File: src/rtl/msx_ps2_keymatrix_pkg.sv
// Shared constants and types for the PS/2-to-MSX keyboard matrix bridge.
// Scancode prefixes, matrix dimensions and the keymap lookup result.
package msx_kbd_pkg;

  localparam logic [7:0] SC_EXT    = 8'hE0;
  localparam logic [7:0] SC_BRK    = 8'hF0;
  localparam logic [7:0] SC_PAUSE  = 8'hE1;
  localparam logic [7:0] SC_BAT    = 8'hAA;
  localparam logic [7:0] SC_ACK    = 8'hFA;
  localparam logic [7:0] SC_RESEND = 8'hFE;
  localparam logic [7:0] SC_ERR0   = 8'h00;
  localparam logic [7:0] SC_ERR1   = 8'hFF;

  localparam int MTX_ROWS = 11;
  localparam int MTX_COLS = 8;

  typedef struct packed {
    logic       hit;
    logic [3:0] row;
    logic [2:0] col;
  } keymap_t;

  typedef enum logic {ST_IDLE, ST_SKIP} dec_state_t;

  function automatic keymap_t key_at(input logic [3:0] r, input logic [2:0] c);
    keymap_t k;
    k.hit = 1'b1;
    k.row = r;
    k.col = c;
    return k;
  endfunction

endpackage

File: src/rtl/msx_ps2_keymatrix_if.sv
// Byte stream in, PPI row/column read path out, plus event pulses.
interface msx_ps2_keymatrix_if;
  logic [7:0] ps2_code;
  logic       ps2_valid;
  logic [3:0] row_sel;
  logic [7:0] cols_n;
  logic       key_event;
  logic       overrun;

  modport master (output ps2_code, ps2_valid, row_sel,
                  input  cols_n, key_event, overrun);
  modport slave  (input  ps2_code, ps2_valid, row_sel,
                  output cols_n, key_event, overrun);
endinterface

File: src/rtl/msx_ps2_keymatrix_keymap.sv
// Combinational {ext, code} -> matrix position table, MSX international layout.
// Kept on its own so another layout can be dropped in without touching the decoder.
module msx_keymap
  import msx_kbd_pkg::*;
(
  input  logic [8:0] key_i,
  output keymap_t    map_o
);

  always_comb begin
    map_o = '0;
    case (key_i)
      9'h045: map_o = key_at(4'd0, 3'd0);  9'h016: map_o = key_at(4'd0, 3'd1);
      9'h01E: map_o = key_at(4'd0, 3'd2);  9'h026: map_o = key_at(4'd0, 3'd3);
      9'h025: map_o = key_at(4'd0, 3'd4);  9'h02E: map_o = key_at(4'd0, 3'd5);
      9'h036: map_o = key_at(4'd0, 3'd6);  9'h03D: map_o = key_at(4'd0, 3'd7);
      9'h03E: map_o = key_at(4'd1, 3'd0);  9'h046: map_o = key_at(4'd1, 3'd1);
      9'h04E: map_o = key_at(4'd1, 3'd2);  9'h055: map_o = key_at(4'd1, 3'd3);
      9'h05D: map_o = key_at(4'd1, 3'd4);  9'h054: map_o = key_at(4'd1, 3'd5);
      9'h05B: map_o = key_at(4'd1, 3'd6);  9'h04C: map_o = key_at(4'd1, 3'd7);
      9'h052: map_o = key_at(4'd2, 3'd0);  9'h00E: map_o = key_at(4'd2, 3'd1);
      9'h041: map_o = key_at(4'd2, 3'd2);  9'h049: map_o = key_at(4'd2, 3'd3);
      9'h04A: map_o = key_at(4'd2, 3'd4);  9'h061: map_o = key_at(4'd2, 3'd5);
      9'h01C: map_o = key_at(4'd2, 3'd6);  9'h032: map_o = key_at(4'd2, 3'd7);
      9'h021: map_o = key_at(4'd3, 3'd0);  9'h023: map_o = key_at(4'd3, 3'd1);
      9'h024: map_o = key_at(4'd3, 3'd2);  9'h02B: map_o = key_at(4'd3, 3'd3);
      9'h034: map_o = key_at(4'd3, 3'd4);  9'h033: map_o = key_at(4'd3, 3'd5);
      9'h043: map_o = key_at(4'd3, 3'd6);  9'h03B: map_o = key_at(4'd3, 3'd7);
      9'h042: map_o = key_at(4'd4, 3'd0);  9'h04B: map_o = key_at(4'd4, 3'd1);
      9'h03A: map_o = key_at(4'd4, 3'd2);  9'h031: map_o = key_at(4'd4, 3'd3);
      9'h044: map_o = key_at(4'd4, 3'd4);  9'h04D: map_o = key_at(4'd4, 3'd5);
      9'h015: map_o = key_at(4'd4, 3'd6);  9'h02D: map_o = key_at(4'd4, 3'd7);
      9'h01B: map_o = key_at(4'd5, 3'd0);  9'h02C: map_o = key_at(4'd5, 3'd1);
      9'h03C: map_o = key_at(4'd5, 3'd2);  9'h02A: map_o = key_at(4'd5, 3'd3);
      9'h01D: map_o = key_at(4'd5, 3'd4);  9'h022: map_o = key_at(4'd5, 3'd5);
      9'h035: map_o = key_at(4'd5, 3'd6);  9'h01A: map_o = key_at(4'd5, 3'd7);
      9'h012: map_o = key_at(4'd6, 3'd0);  9'h059: map_o = key_at(4'd6, 3'd0);
      9'h014: map_o = key_at(4'd6, 3'd1);  9'h114: map_o = key_at(4'd6, 3'd1);
      9'h011: map_o = key_at(4'd6, 3'd2);  9'h058: map_o = key_at(4'd6, 3'd3);
      9'h111: map_o = key_at(4'd6, 3'd4);  9'h005: map_o = key_at(4'd6, 3'd5);
      9'h006: map_o = key_at(4'd6, 3'd6);  9'h004: map_o = key_at(4'd6, 3'd7);
      9'h00C: map_o = key_at(4'd7, 3'd0);  9'h003: map_o = key_at(4'd7, 3'd1);
      9'h076: map_o = key_at(4'd7, 3'd2);  9'h00D: map_o = key_at(4'd7, 3'd3);
      9'h00A: map_o = key_at(4'd7, 3'd4);  9'h066: map_o = key_at(4'd7, 3'd5);
      9'h001: map_o = key_at(4'd7, 3'd6);  9'h05A: map_o = key_at(4'd7, 3'd7);
      9'h15A: map_o = key_at(4'd7, 3'd7);
      9'h029: map_o = key_at(4'd8, 3'd0);  9'h16C: map_o = key_at(4'd8, 3'd1);
      9'h170: map_o = key_at(4'd8, 3'd2);  9'h171: map_o = key_at(4'd8, 3'd3);
      9'h16B: map_o = key_at(4'd8, 3'd4);  9'h175: map_o = key_at(4'd8, 3'd5);
      9'h172: map_o = key_at(4'd8, 3'd6);  9'h174: map_o = key_at(4'd8, 3'd7);
      9'h07C: map_o = key_at(4'd9, 3'd0);  9'h079: map_o = key_at(4'd9, 3'd1);
      9'h14A: map_o = key_at(4'd9, 3'd2);  9'h070: map_o = key_at(4'd9, 3'd3);
      9'h069: map_o = key_at(4'd9, 3'd4);  9'h072: map_o = key_at(4'd9, 3'd5);
      9'h07A: map_o = key_at(4'd9, 3'd6);  9'h06B: map_o = key_at(4'd9, 3'd7);
      9'h073: map_o = key_at(4'd10, 3'd0); 9'h074: map_o = key_at(4'd10, 3'd1);
      9'h075: map_o = key_at(4'd10, 3'd2); 9'h06C: map_o = key_at(4'd10, 3'd3);
      9'h07D: map_o = key_at(4'd10, 3'd4); 9'h07B: map_o = key_at(4'd10, 3'd5);
      9'h071: map_o = key_at(4'd10, 3'd7);
      default: map_o = '0;
    endcase
  end

endmodule

File: src/rtl/msx_ps2_keymatrix.sv
// PS/2 scancode decoder driving the MSX key matrix and the PPI column read register.
// ST_IDLE: collecting prefixes / applying keys | ST_SKIP: discarding the bytes of a pause sequence
module msx_ps2_keymatrix
  import msx_kbd_pkg::*;
#(
  parameter int ROWS       = MTX_ROWS,
  parameter int PAUSE_SKIP = 7
) (
  input  logic                clk,
  input  logic                rst,
  msx_ps2_keymatrix_if.slave  bus
);

  localparam int         SKW    = $clog2(PAUSE_SKIP + 1);
  localparam logic [4:0] ROWS_L = 5'(ROWS);

  dec_state_t                        state_q;
  logic                              ext_q, brk_q;
  logic [SKW-1:0]                    skip_q;
  logic [ROWS-1:0][MTX_COLS-1:0]     mtx_q;
  logic [7:0]                        cols_n_q;
  logic                              key_event_q, overrun_q;
  keymap_t                           key_map;
  logic                              row_ok;

  msx_keymap u_keymap (
    .key_i ({ext_q, bus.ps2_code}),
    .map_o (key_map)
  );

  assign row_ok = ({1'b0, bus.row_sel} < ROWS_L);

  always_ff @(posedge clk) begin
    if (rst) begin
      state_q     <= ST_IDLE;
      ext_q       <= 1'b0;
      brk_q       <= 1'b0;
      skip_q      <= '0;
      mtx_q       <= '1;
      cols_n_q    <= 8'hFF;
      key_event_q <= 1'b0;
      overrun_q   <= 1'b0;
    end else begin
      key_event_q <= 1'b0;
      overrun_q   <= 1'b0;
      // Reads the pre-write matrix, so a same-cycle write shows up one cycle later.
      cols_n_q    <= row_ok ? mtx_q[bus.row_sel] : 8'hFF;
      if (bus.ps2_valid) begin
        case (state_q)
          ST_IDLE: begin
            ext_q <= 1'b0;
            brk_q <= 1'b0;
            case (bus.ps2_code)
              SC_EXT: begin
                ext_q <= 1'b1;
                brk_q <= brk_q;
              end
              SC_BRK: begin
                brk_q <= 1'b1;
                ext_q <= ext_q;
              end
              SC_PAUSE: begin
                state_q <= ST_SKIP;
                skip_q  <= SKW'(PAUSE_SKIP);
              end
              SC_ERR0, SC_ERR1: begin
                mtx_q       <= '1;
                overrun_q   <= 1'b1;
                key_event_q <= ~&mtx_q;
              end
              SC_BAT, SC_ACK, SC_RESEND: ;
              default: begin
                if (key_map.hit && ({1'b0, key_map.row} < ROWS_L) &&
                    (mtx_q[key_map.row][key_map.col] != brk_q)) begin
                  mtx_q[key_map.row][key_map.col] <= brk_q;
                  key_event_q                     <= 1'b1;
                end
              end
            endcase
          end
          ST_SKIP: begin
            skip_q <= skip_q - SKW'(1);
            if (skip_q <= SKW'(1)) state_q <= ST_IDLE;
          end
          default: state_q <= ST_IDLE;
        endcase
      end
    end
  end

  assign bus.cols_n    = cols_n_q;
  assign bus.key_event = key_event_q;
  assign bus.overrun   = overrun_q;

  a_keymap_range: assert property (@(posedge clk) disable iff (rst)
    key_map.hit |-> ({1'b0, key_map.row} < ROWS_L));

endmodule

File: src/flat_wrapper.sv
// flat-port wrapper written by rule: the top's interface ports become plain ports
module msx_ps2_keymatrix_flat import msx_kbd_pkg::*;
#(
  parameter int ROWS       = MTX_ROWS,
  parameter int PAUSE_SKIP = 7
)
  (clk, rst, bus_ps2_code, bus_ps2_valid, bus_row_sel, bus_cols_n, bus_key_event, bus_overrun);
  msx_ps2_keymatrix_if bus_i ();
  input  logic clk;
  input  logic rst;
  input wire logic [$bits(bus_i.ps2_code)-1:0] bus_ps2_code;
  input wire logic [$bits(bus_i.ps2_valid)-1:0] bus_ps2_valid;
  input wire logic [$bits(bus_i.row_sel)-1:0] bus_row_sel;
  output wire logic [$bits(bus_i.cols_n)-1:0] bus_cols_n;
  output wire logic [$bits(bus_i.key_event)-1:0] bus_key_event;
  output wire logic [$bits(bus_i.overrun)-1:0] bus_overrun;
  assign bus_i.ps2_code = bus_ps2_code;
  assign bus_i.ps2_valid = bus_ps2_valid;
  assign bus_i.row_sel = bus_row_sel;
  assign bus_cols_n = bus_i.cols_n;
  assign bus_key_event = bus_i.key_event;
  assign bus_overrun = bus_i.overrun;
  msx_ps2_keymatrix #(.ROWS(ROWS), .PAUSE_SKIP(PAUSE_SKIP)) u_core (.clk(clk), .rst(rst), .bus(bus_i));
endmodule
File: config.mk
export PLATFORM = sky130hd
export DESIGN_NAME = msx_ps2_keymatrix_flat
export DESIGN_NICKNAME = d
export VERILOG_FILES = /design/src/rtl/msx_ps2_keymatrix_pkg.sv /design/src/rtl/msx_ps2_keymatrix_if.sv /design/src/rtl/msx_ps2_keymatrix_keymap.sv /design/src/rtl/msx_ps2_keymatrix.sv /design/src/flat_wrapper.sv
export SDC_FILE = /design/constraint.sdc
export NUM_CORES = 1
export LEC_CHECK = 0
export ABC_AREA = 1
export CORE_MARGIN = 10
export CORE_UTILIZATION = 29
export CTS_BUF_LIST = sky130_fd_sc_hd__clkbuf_4
export DETAILED_ROUTE_END_ITERATION = 8
export DONT_BUFFER_PORTS = 1
export PLACE_DENSITY_LB_ADDON = 0.3
export SYNTH_ARGS = -nofsm -noshare
export SYNTH_HDL_FRONTEND = slang
export SYNTH_SLANG_ARGS = --single-unit
File: constraint.sdc
create_clock -name clk -period 2.9 [get_ports clk]
set_input_delay 0.29 -clock clk [delete_from_list [all_inputs] [get_ports clk]]
set_output_delay 0.29 -clock clk [all_outputs]
set_load 0.01 [all_outputs]
==> flow_summary_export.csv <==
group,metric,value,unit
critical_path,start_kind,"register",
clock_network,clk_latency,530,ps
flow_run,max-cap-violations,0,
sta,fin_setup_tns,-48020,ps
detailed_routing,wirelength,43700,µm
critical_path,ff2ff_path_depth,23,
critical_path,endpoint,"u_core.mtx_q[6]",
sta,finalHoldViolations,0,
grt,grt_overflow_total,0,
min_path,hp-class,"in -> reg",
sta,relSlewSlack,32.3,%
clock_network,cts_made_buffers,9,
yosys,yosys.area.top_type,"dfxtp_1",
sta,setup_ws,-597,ps
critical_path,crit_type,"reg -> reg",
detailed_routing,drt-initial-drc-count,1535,
detailed_routing,dr.pass1.iters,6,
clock_network,htreeDepth,3,
critical_path,crit_chain,"inv_8 -> nand2_1 -> nor2_1 -> a211oi_2 -> nand3_1 -> buf_4 -> nor4_4 -> buf_4 -> nand3_2 -> buf_4 -> buf_4 -> nor2_1 -> nand2_1 -> nor2_2 -> nor2_4 -> nand2_1 -> nand2_2 -> nand3_4 -> nand2_8 -> buf_12 -> clkbuf_16 -> nand4_1 -> nand3_1",
yosys,synth_compound_area_share,10.6,%
sta,setup-violations-final,89,
finish,drive_gt1_share,25.3,%
sta,drv_slew,0,
grt,antenna_found_initial,1,
yosys,netlist_top_cells_count,"419 x nand2_1, 273 x nand3_1, 116 x nand4_1",
yosys,netlist.area_leader.share,24.6,%
outcome,violations,"negative setup slack",
sta,fin_skew,26.0,ps
finish,instances_no_fill,2044,
yosys,ys_seq_area_share,24.6,%
placed_design,place_congestion,1.04,
yosys,synthMuxAreaShare,0,%
power,finalPower,0.00351,W
critical_path,rrSetupSlack,-600,ps
detailed_routing,drtAntennaViolNets,0,
critical_path,crit_family,"simple AND/OR/NAND/NOR gates",
clock_network,root_buffer,"clkbuf_4",
detailed_routing,vias,11500,
clock_network,clock_sinks,104,
critical_path,cp-end-kind,"register",
grt,grt_pass1_vias,10400,
critical_path,cp_common_cell,"buf_4",
die,rows,62,
sta,worst_pin_slew,1000,ps
grt,grt_max_degree,93,
detailed_routing,via_per_inst,5.60,
critical_path,slowest_delay,470,ps
yosys,synth.distinct_cells,45,
yosys,ys_ff_latch,104,
yosys,synth_top_family_by_area,"simple AND/OR/NAND/NOR gates",
power,power_leakage,6.30,nW
yosys,synth_edf_count,0,
yosys,synth_ff_type,"dfxtp_1",
outcome,status,"finished with violations",
yosys,synthSimpleGateAreaFrac,53.2,%
sta,fmax,286,MHz
yosys,async_flop_share,0,%
critical_path,critPathLaunch,"u_core.ext_q",
yosys,yosys_warnings,0,
yosys,synth_nets,1475,
clock_network,cts_tree,"yes",
die,boundaryPins,25,
grt,grt_first_pass_wirelength,64200,µm
finish,seqCellArea,2090,µm²
die,core_area,28700,µm²
min_path,holdPathStages,3,
yosys,syn_inst,1458,
finish,multi_input_area,5870,µm²
critical_path,arrival,3900,ps
sta,rsz0062_at_grt,"yes",
sta,finalCriticalPeriod,3500,ps
sta,finalCritPeriodShare,121,%
critical_path,crit_fanout,17,
yosys,synth_most_common_cell,"nand2_1",
grt,grt_use_total,23.0,%
placed_design,dpl.hpwl,32800,µm
die,die_h,191,µm
clock_network,ctsLongestPathBuffers,2,
yosys,synth_xor_area_share,0.104,%
die,dieWidth,191,µm
critical_path,critical_path_cell_count,23,
sta,holdWs,23.2,ps
yosys,synth_fa_ha_area_share,0.296,%
critical_path,cp_data_required_time,3300,ps
detailed_routing,wl_per_cell,21.4,µm
placed_design,place_inst,1994,
yosys,avgSynthCellArea,5.80,µm²
placed_design,port_buffers,0,
critical_path,reg2reg_to,"u_core.mtx_q[6]",
finish,nets,1671,
power,irDropWorstVdd,0.229,mV
detailed_routing,drc,0,
critical_path,r2r-start,"u_core.ext_q",
die,die_area,36400,µm²
yosys,synthTopCellsByArea,"dfxtp_1 25%, nand2_1 19%, nand3_1 16%",
power,p_per_area,300,nW/µm²
finish,area_growth,38.4,%
yosys,netlist_area,8450,µm²
clock_network,clk_pin_slew_worst_paths,160,ps
critical_path,crit_slowest_cell,"dfxtp_4",
critical_path,crit_buf_inv,7,
finish,fill_cells,3178,
die,start_util,29.4,%
## worst min-delay path by stage
stage                     slack, ps                   end     startpoint
after floorplan                 360      u_core.skip_q[2]            rst
after global placement          360      u_core.skip_q[2]            rst
after detailed placement        360      u_core.skip_q[2]            rst
after CTS                         3  u_core.bus.cols_n[4]            rst
after global routing             30      u_core.skip_q[0]  bus_ps2_valid
final                            20      u_core.skip_q[0]  bus_ps2_valid
## sequential cells by signal, summed over array words and instances (netlist names)
signal / count
u_core.brk_q: 1
u_core.bus.cols_n: 8
u_core.bus.key_event: 1
u_core.bus.overrun: 1
u_core.ext_q: 1
u_core.mtx_q: 88
u_core.skip_q: 3
u_core.state_q: 1
## metrics by stage
step                area, µm²  setup slack [ps]  util [%]
global placement        10600             -1120      36.8
floorplan                8460              2.40         -
CTS                     11200              -473      39.2
detailed placement      10600             -1140      36.8
finish                  11700              -597      40.7
global route            11700              -736      40.7
## cells in the final DEF, fill, tap and decap left out, types with 3 or more instances in the layout
master	netlist	layout
a21oi_1	30	27
a21oi_2	0	3
a221oi_1	5	5
buf_12	0	23
buf_16	0	3
buf_4	13	231
buf_6	6	10
clkbuf_16	0	8
clkbuf_4	0	11
dfxtp_1	104	103
dlygate4sd3_1	0	4
inv_1	113	109
inv_2	13	13
nand2_1	419	388
nand2_2	3	31
nand2_4	2	3
nand3_1	273	253
nand3_2	3	19
nand3_4	0	4
nand3b_1	3	3
nand4_1	116	116
nor2_1	114	86
nor2_2	7	22
nor2_4	3	16
nor3_1	12	10
nor4_1	18	15
o2111ai_1	3	3
o211ai_1	9	9
o21ai_0	52	51
o21ai_1	15	16
o221ai_1	6	6
o22ai_1	6	6
o311ai_0	3	3
o31ai_1	9	9
or2_2	3	3
## final cells by class
cell class / instances / area share (%)
well taps: 384 / 4.11
diodes: 2 / 0.0428
inverters: 126 / 4.18
clock buffers: 11 / 0.706
clock inverters: 4 / 0.449
flip-flops and latches: 104 / 17.8
repair buffers: 279 / 22.5
multi-input cells: 1134 / 50.2
## per-layer routing
metal / vias up / global-route usage, % / routed length [µm]
met1: 5456 / 31.7 / 19600
met2: 523 / 35.8 / 19400
met3: 79 / 3.86 / 3420
li1: 5395 / - / -
met4: 0 / 6.66 / 1310
met5: - / 0 / 0
## power by group
part | total [W] | switching, W | internal [W]
registers | 0.00146 | 0.0000178 | 0.00144
clock network | 0.000829 | 0.000545 | 0.000283
logic | 0.00122 | 0.000720 | 0.000500
total | 0.00351 | 0.00128 | 0.00223
## worst min-delay path, delay by kind of cell
kind	cells	cell delay, ps
buf+inv	1	50
compound gates	1	90
simple gates	1	90
## cell families after synthesis
group           after synthesis
fa+ha+maj                     2
xor+xnor                      1
buf+inv                     220
simple gates                981
flops                       104
compound gates              150
## timing repair
action / in CTS / in global routing
hold buffers: 4 / 0
setup endpoints to repair: 89 / 89
hold endpoints to repair: 9 / 0
pin swaps: 14 / 19
buffers inserted: 13 / 5
gates resized for setup: 73 / 56
gates cloned: 2 / 10
Power figures use the tool's default switching activity.
